**src/rtl/imem_loader.sv**
```systemverilog
// imem_loader: receives a framed program image over a byte stream and
// writes 32-bit instruction words into the instruction RAM.
module imem_loader #(
    parameter int ADDR_W  = 8,
    parameter int TIMEOUT = 100000
) (
    input  logic              clk,
    input  logic              rst_n,
    input  logic [7:0]        rx_data,
    input  logic              rx_valid,
    output logic              imem_we,
    output logic [ADDR_W-1:0] imem_addr,
    output logic [31:0]       imem_wdata,
    output logic              cpu_hold,
    output logic              load_done,
    output logic              load_err,
    output logic              busy
);

    localparam int TW = $clog2(TIMEOUT + 1);
    localparam int NW = ADDR_W + 1;
    localparam logic [TW-1:0] TO_LAST = TW'(TIMEOUT - 1);
    localparam logic [NW-1:0] N_FULL  = {1'b1, {ADDR_W{1'b0}}};
    localparam logic [7:0]    SYNC    = 8'hA5;

    typedef enum logic [1:0] {
        S_IDLE,
        S_COUNT,
        S_DATA,
        S_CHECK
    } state_t;

    state_t            r_state, w_state;
    logic [NW-1:0]     r_n, w_n;
    logic [ADDR_W-1:0] r_widx, w_widx;
    logic [1:0]        r_bidx, w_bidx;
    logic [23:0]       r_asm, w_asm;
    logic [7:0]        r_sum, w_sum;
    logic [TW-1:0]     r_idle, w_idle;
    logic              r_we, w_we;
    logic [ADDR_W-1:0] r_addr, w_addr;
    logic [31:0]       r_wdata, w_wdata;
    logic              r_hold, w_hold;
    logic              r_done, w_done;
    logic              r_err, w_err;

    logic [31:0]       w_word;
    logic              w_last_word;
    logic              w_timeout;

    // Word completed by the current byte; only the low 3 bytes are kept
    assign w_word      = {r_asm, rx_data};
    assign w_last_word = ({1'b0, r_widx} == (r_n - 1'b1));
    // A byte landing on the boundary cycle wins over the timeout
    assign w_timeout   = (r_state != S_IDLE) && !rx_valid
                         && (r_idle == TO_LAST);

    // State and datapath registers
    always_ff @(posedge clk or negedge rst_n) begin
        if (!rst_n) begin
            r_state <= S_IDLE;
            r_n     <= '0;
            r_widx  <= '0;
            r_bidx  <= '0;
            r_asm   <= '0;
            r_sum   <= '0;
            r_idle  <= '0;
            r_we    <= 1'b0;
            r_addr  <= '0;
            r_wdata <= '0;
            r_hold  <= 1'b0;
            r_done  <= 1'b0;
            r_err   <= 1'b0;
        end else begin
            r_state <= w_state;
            r_n     <= w_n;
            r_widx  <= w_widx;
            r_bidx  <= w_bidx;
            r_asm   <= w_asm;
            r_sum   <= w_sum;
            r_idle  <= w_idle;
            r_we    <= w_we;
            r_addr  <= w_addr;
            r_wdata <= w_wdata;
            r_hold  <= w_hold;
            r_done  <= w_done;
            r_err   <= w_err;
        end
    end

    // Frame parser: next state, counters and registered outputs
    always_comb begin
        w_state = r_state;
        w_n     = r_n;
        w_widx  = r_widx;
        w_bidx  = r_bidx;
        w_asm   = r_asm;
        w_sum   = r_sum;
        w_we    = 1'b0;
        w_addr  = r_addr;
        w_wdata = r_wdata;
        w_hold  = r_hold;
        w_done  = 1'b0;
        w_err   = r_err;
        if (rx_valid || (r_state == S_IDLE)) begin
            w_idle = '0;
        end else begin
            w_idle = r_idle + 1'b1;
        end

        if (w_timeout) begin
            w_err   = 1'b1;
            w_state = S_IDLE;
            w_idle  = '0;
        end else if (rx_valid) begin
            unique case (r_state)
                S_IDLE: begin
                    if (rx_data == SYNC) begin
                        w_state = S_COUNT;
                        w_hold  = 1'b1;
                        w_err   = 1'b0;
                        w_widx  = '0;
                        w_bidx  = '0;
                        w_sum   = '0;
                    end
                end
                S_COUNT: begin
                    if (rx_data == 8'h00) begin
                        w_n = N_FULL;
                    end else begin
                        w_n = NW'(rx_data);
                    end
                    w_bidx  = '0;
                    w_state = S_DATA;
                end
                S_DATA: begin
                    w_asm  = w_word[23:0];
                    w_sum  = r_sum + rx_data;
                    w_bidx = r_bidx + 1'b1;
                    if (r_bidx == 2'd3) begin
                        w_we    = 1'b1;
                        w_addr  = r_widx;
                        w_wdata = w_word;
                        w_widx  = r_widx + 1'b1;
                        if (w_last_word) begin
                            w_state = S_CHECK;
                        end
                    end
                end
                S_CHECK: begin
                    if (rx_data == r_sum) begin
                        w_done = 1'b1;
                        w_hold = 1'b0;
                    end else begin
                        w_err = 1'b1;
                    end
                    w_state = S_IDLE;
                end
                default: begin
                    w_state = S_IDLE;
                end
            endcase
        end
    end

    assign imem_we    = r_we;
    assign imem_addr  = r_addr;
    assign imem_wdata = r_wdata;
    assign cpu_hold   = r_hold;
    assign load_done  = r_done;
    assign load_err   = r_err;
    assign busy       = (r_state != S_IDLE);

endmodule

```
**config.mk**
```make
export PLATFORM = sky130hd
export DESIGN_NAME = imem_loader
export DESIGN_NICKNAME = d
export VERILOG_FILES = /design/src/rtl/imem_loader.sv
export SDC_FILE = /design/constraint.sdc
export NUM_CORES = 1
export LEC_CHECK = 0
export CORE_UTILIZATION = 50
export CTS_CLUSTER_SIZE = 28
export DETAILED_ROUTE_END_ITERATION = 12
export PLACE_DENSITY = 0.72
export SLEW_MARGIN = 20
export SYNTH_ARGS = -nofsm -noshare
export SYNTH_HDL_FRONTEND = slang
export SYNTH_SLANG_ARGS = --single-unit
```
**constraint.sdc**
```tcl
create_clock -name clk -period 2.5 [get_ports clk]
set_clock_uncertainty 0.15 [all_clocks]
set_input_delay 0.375 -clock clk [delete_from_list [all_inputs] [get_ports clk]]
set_output_delay 0.375 -clock clk [all_outputs]
set_load 0.05 [all_outputs]
```
==> flow_summary.json, run 1 <==
{
  "outcome": "finished clean",
  "multi_input_comb_area_sq_um": 2380,
  "synth_top_cell_by_area": "dfrtp_1",
  "finalHoldViolCount": 0,
  "max_stage_delay_ps": 450,
  "clockBufferDepth": 2,
  "cts_inserted_buffers": 17,
  "crit_path_end_kind": "flip-flop",
  "start_util_pct": 51.6,
  "power.total_uw": 9380,
  "synth_edf_count": 0,
  "path_delay_family": "simple AND/OR/NAND/NOR gates",
  "synth.most_common_cell": "dfrtp_1",
  "fin_crit_ps": 2330,
  "register_area_sq_um": 2850,
  "synth_top_area_share_pct": 53.5,
  "n_antenna_cell": 0,
  "gp_congestion": 0.857,
  "via_count": 3864,
  "min_path_type": "in2async",
  "setup_violations": 0,
  "crit_chain": "inv_1 -> ha_1 -> nor2b_1 -> o21ai_2 -> buf_4 -> nor4_1 -> xnor2_1 -> nor2_1",
  "synthCells": 454,
  "wl_per_cell_um": 16.5,
  "async_flop_share_pct": 100,
  "synth.distinct_cells": 49,
  "max-cap-violations": 0,
  "clkTransAtPathRegs_ps": 60,
  "synthXorXnorAreaFrac_pct": 4.60,
  "die_w_um": 105,
  "dr.pass1.iters": 4,
  "row_count": 37,
  "port-buffer-count": 55,
  "max_freq_mhz": 430,
  "coreArea_sq_um": 10300,
  "synthSimpleGateAreaFrac_pct": 12.5,
  "drive_gt1_share_pct": 26.3,
  "synth_compound_area_share_pct": 8.29,
  "finalCritPeriodShare_pct": 93.0,
  "syn_nets": 483,
  "synth_top_family_by_area": "multiplexers",
  "grt_max_degree": 45,
  "fill_cells": 762,
  "worstPathRequired_ps": 2740,
  "synthTopCellsByCount": "dfrtp_1 (114), mux2_2 (70), nor2_1 (32), nand2_1 (28), o21ai_0 (20)",
  "cellPowerDensity_nw_per_um2": 1350,
  "cts_sinks": 114,
  "power.leakage_uw": 0.00311,
  "grt_setup_unrepaired": "false",
  "ys_seq_area_share_pct": 53.5,
  "die_y_um": 105,
  "routed_wl_um": 11500,
  "dpl.cell_count": 666,
  "crit_slowest_cell": "ha_1",
  "grt_pass1_wl_um": 19500,
  "tightest_slew_ps": 525,
  "cp.arrival_ps": 2570,
  "cts_root_buf": "clkbuf_8",
  "slew_violations": 0,
  "yosys_warnings": 0,
  "start_kind": "flip-flop",
  "crit_buf_inv": 2,
  "grt_antenna_before_repair": 0,
  "dpl.hpwl_um": 7900,
  "irDropWorstVdd_mv": 0.811,
  "cts_tree": "built",
  "dr.first_iter.drc_count": 240,
  "ys_top_cells_by_area": "dfrtp_1 (54%), mux2_2 (15%), ha_1 (4.0%)",
  "track_usage_pct": 22.8,
  "synthMuxAreaShare_pct": 14.8,
  "syn_area_per_cell_sq_um": 11.7,
  "num_io_pins": 56,
  "synthFlopType": "dfrtp_1",
  "path_class": "reg2reg",
  "worstSetupPathDepth": 8,
  "synth.cell_area_sq_um": 5330,
  "synth-adder-area-share_pct": 4.37,
  "path_max_fanout": 12,
  "synth-seq-cells": 114,
  "htree_levels": 4,
  "die-area_sq_um": 11100,
  "fin_nets": 579,
  "grt_overflow_total": 0,
  "max_slew_margin_pct": 64.9,
  "area_growth_pct": 30.0,
  "cts_setup_buffers": 0,
  "whs_ps": 212,
  "first_global_vias": 3938,
  "reg2reg_depth": 8,
  "vias_per_cell": 5.54,
  "postRouteAntennaNets": 0,
  "instances_no_fill": 698,
  "clock_latency_ps": 520,
  "drc": 0
}
==> layout by cell type, fill, tap and decap left out, types with 6 or more instances in the layout <==
cell type,instances
nand3_1,16
buf_4,36
a22o_1,6
mux2_2,70
o21ai_0,20
and3_1,7
ha_1,17
nand2_1,28
dfrtp_1,114
inv_1,13
xnor2_1,12
nor3_1,11
a21oi_1,9
clkdlybuf4s50_1,53
clkbuf_16,16
nor2_1,32
xor2_1,16
==> kinds of logic (layout without fill, tap and decap cells) <==
| group | Yosys count | in the layout |
|---|---|---|
| fa+ha+maj | 18 | 18 |
| buf+inv | 28 | 136 |
| compound gates | 66 | 66 |
| flops | 114 | 114 |
| simple gates | 130 | 130 |
| mux | 70 | 70 |
| xor+xnor | 28 | 28 |
==> state kept, by name, summed over array words and instances, names as in the netlist <==
signal / cells
cpu_hold: 1
r_sum: 8
imem_wdata: 32
r_widx: 8
imem_addr: 8
r_state: 2
r_bidx: 2
imem_we: 1
load_done: 1
r_asm: 24
r_idle: 17
load_err: 1
r_n: 9
==> path summary, 6_finish.rpt <==
kind / start / end / slack, ps
setup / recovery: r_state[0] / r_widx[4] / 170
hold / removal: rst_n / imem_wdata[12] / 210
setup reg to reg: r_state[0] / r_widx[4] / 170
hold reg to reg: imem_wdata[7] / imem_wdata[7] / 330
max in group asynchronous: rst_n / imem_addr[1] / 1320
min in group clk: imem_wdata[7] / imem_wdata[7] / 330
==> routing by layer <==
| metal | GRT usage (%) | share of wire (%) |
|---|---|---|
| met5 | 0 | 0 |
| met3 | 5.01 | 3.3 |
| met4 | 6.84 | 1.3 |
| met1 | 30.8 | 47 |
| met2 | 36.9 | 49 |
==> power by group <==
| group | switching, uW | total (uW) | internal (uW) |
|---|---|---|---|
| clock | 854 | 2570 | 1710 |
| combinational | 2140 | 3800 | 1660 |
| sequential | 496 | 3020 | 2520 |
==> stage by stage <==
| step | TNS [ps] | setup WS [ps] | utilization, % | instance area (sq um) |
|---|---|---|---|---|
| 6_report | 0 | 174 | 67.1 | 6930 |
| 5_1_grt | 0 | 6.74 | 67.1 | 6930 |
| 4_1_cts | 0 | 115 | 67.1 | 6930 |
| 3_5_place_dp | -1460 | -218 | 60.9 | 6290 |
| 3_3_place_gp | -1120 | -171 | 60.9 | 6290 |
| 2_1_floorplan | 0 | 172 | - | 5330 |
==> final cells by class <==
cell class | instances | share of cell area, %
Clock buffer | 18 | 6.03
Clock inverter | 13 | 3.01
Inverter | 13 | 0.704
Multi-Input combinational cell | 312 | 34.4
Sequential cell | 114 | 41.2
Tap cell | 136 | 2.45
Timing Repair Buffer | 92 | 12.3
==> repair_timing <==
action / in CTS / in global routing
hold buffers: 1 / 0
endpoints found under the setup margin: 0 / 2
hold endpoints to repair: 34 / 0
gates resized for setup: 0 / 1
No activity file was read; power rests on OpenSTA's default activity.
==> inputs of run 2 (changes only) <==
Settings changed: SLEW_MARGIN 20 to 15.
==> results of run 2 <==
Final layout, timing and power as in run 1 (identical DEF).
==> inputs of run 3 (changes only) <==
Settings changed: CTS_CLUSTER_DIAMETER from default to 150, SKIP_CTS_REPAIR_TIMING from default to 1.
==> results of run 3 <==
Final layout, timing and power as in run 1 (identical DEF).
Main changes from that run: via count of the first global-routing pass 3938 -> 3932
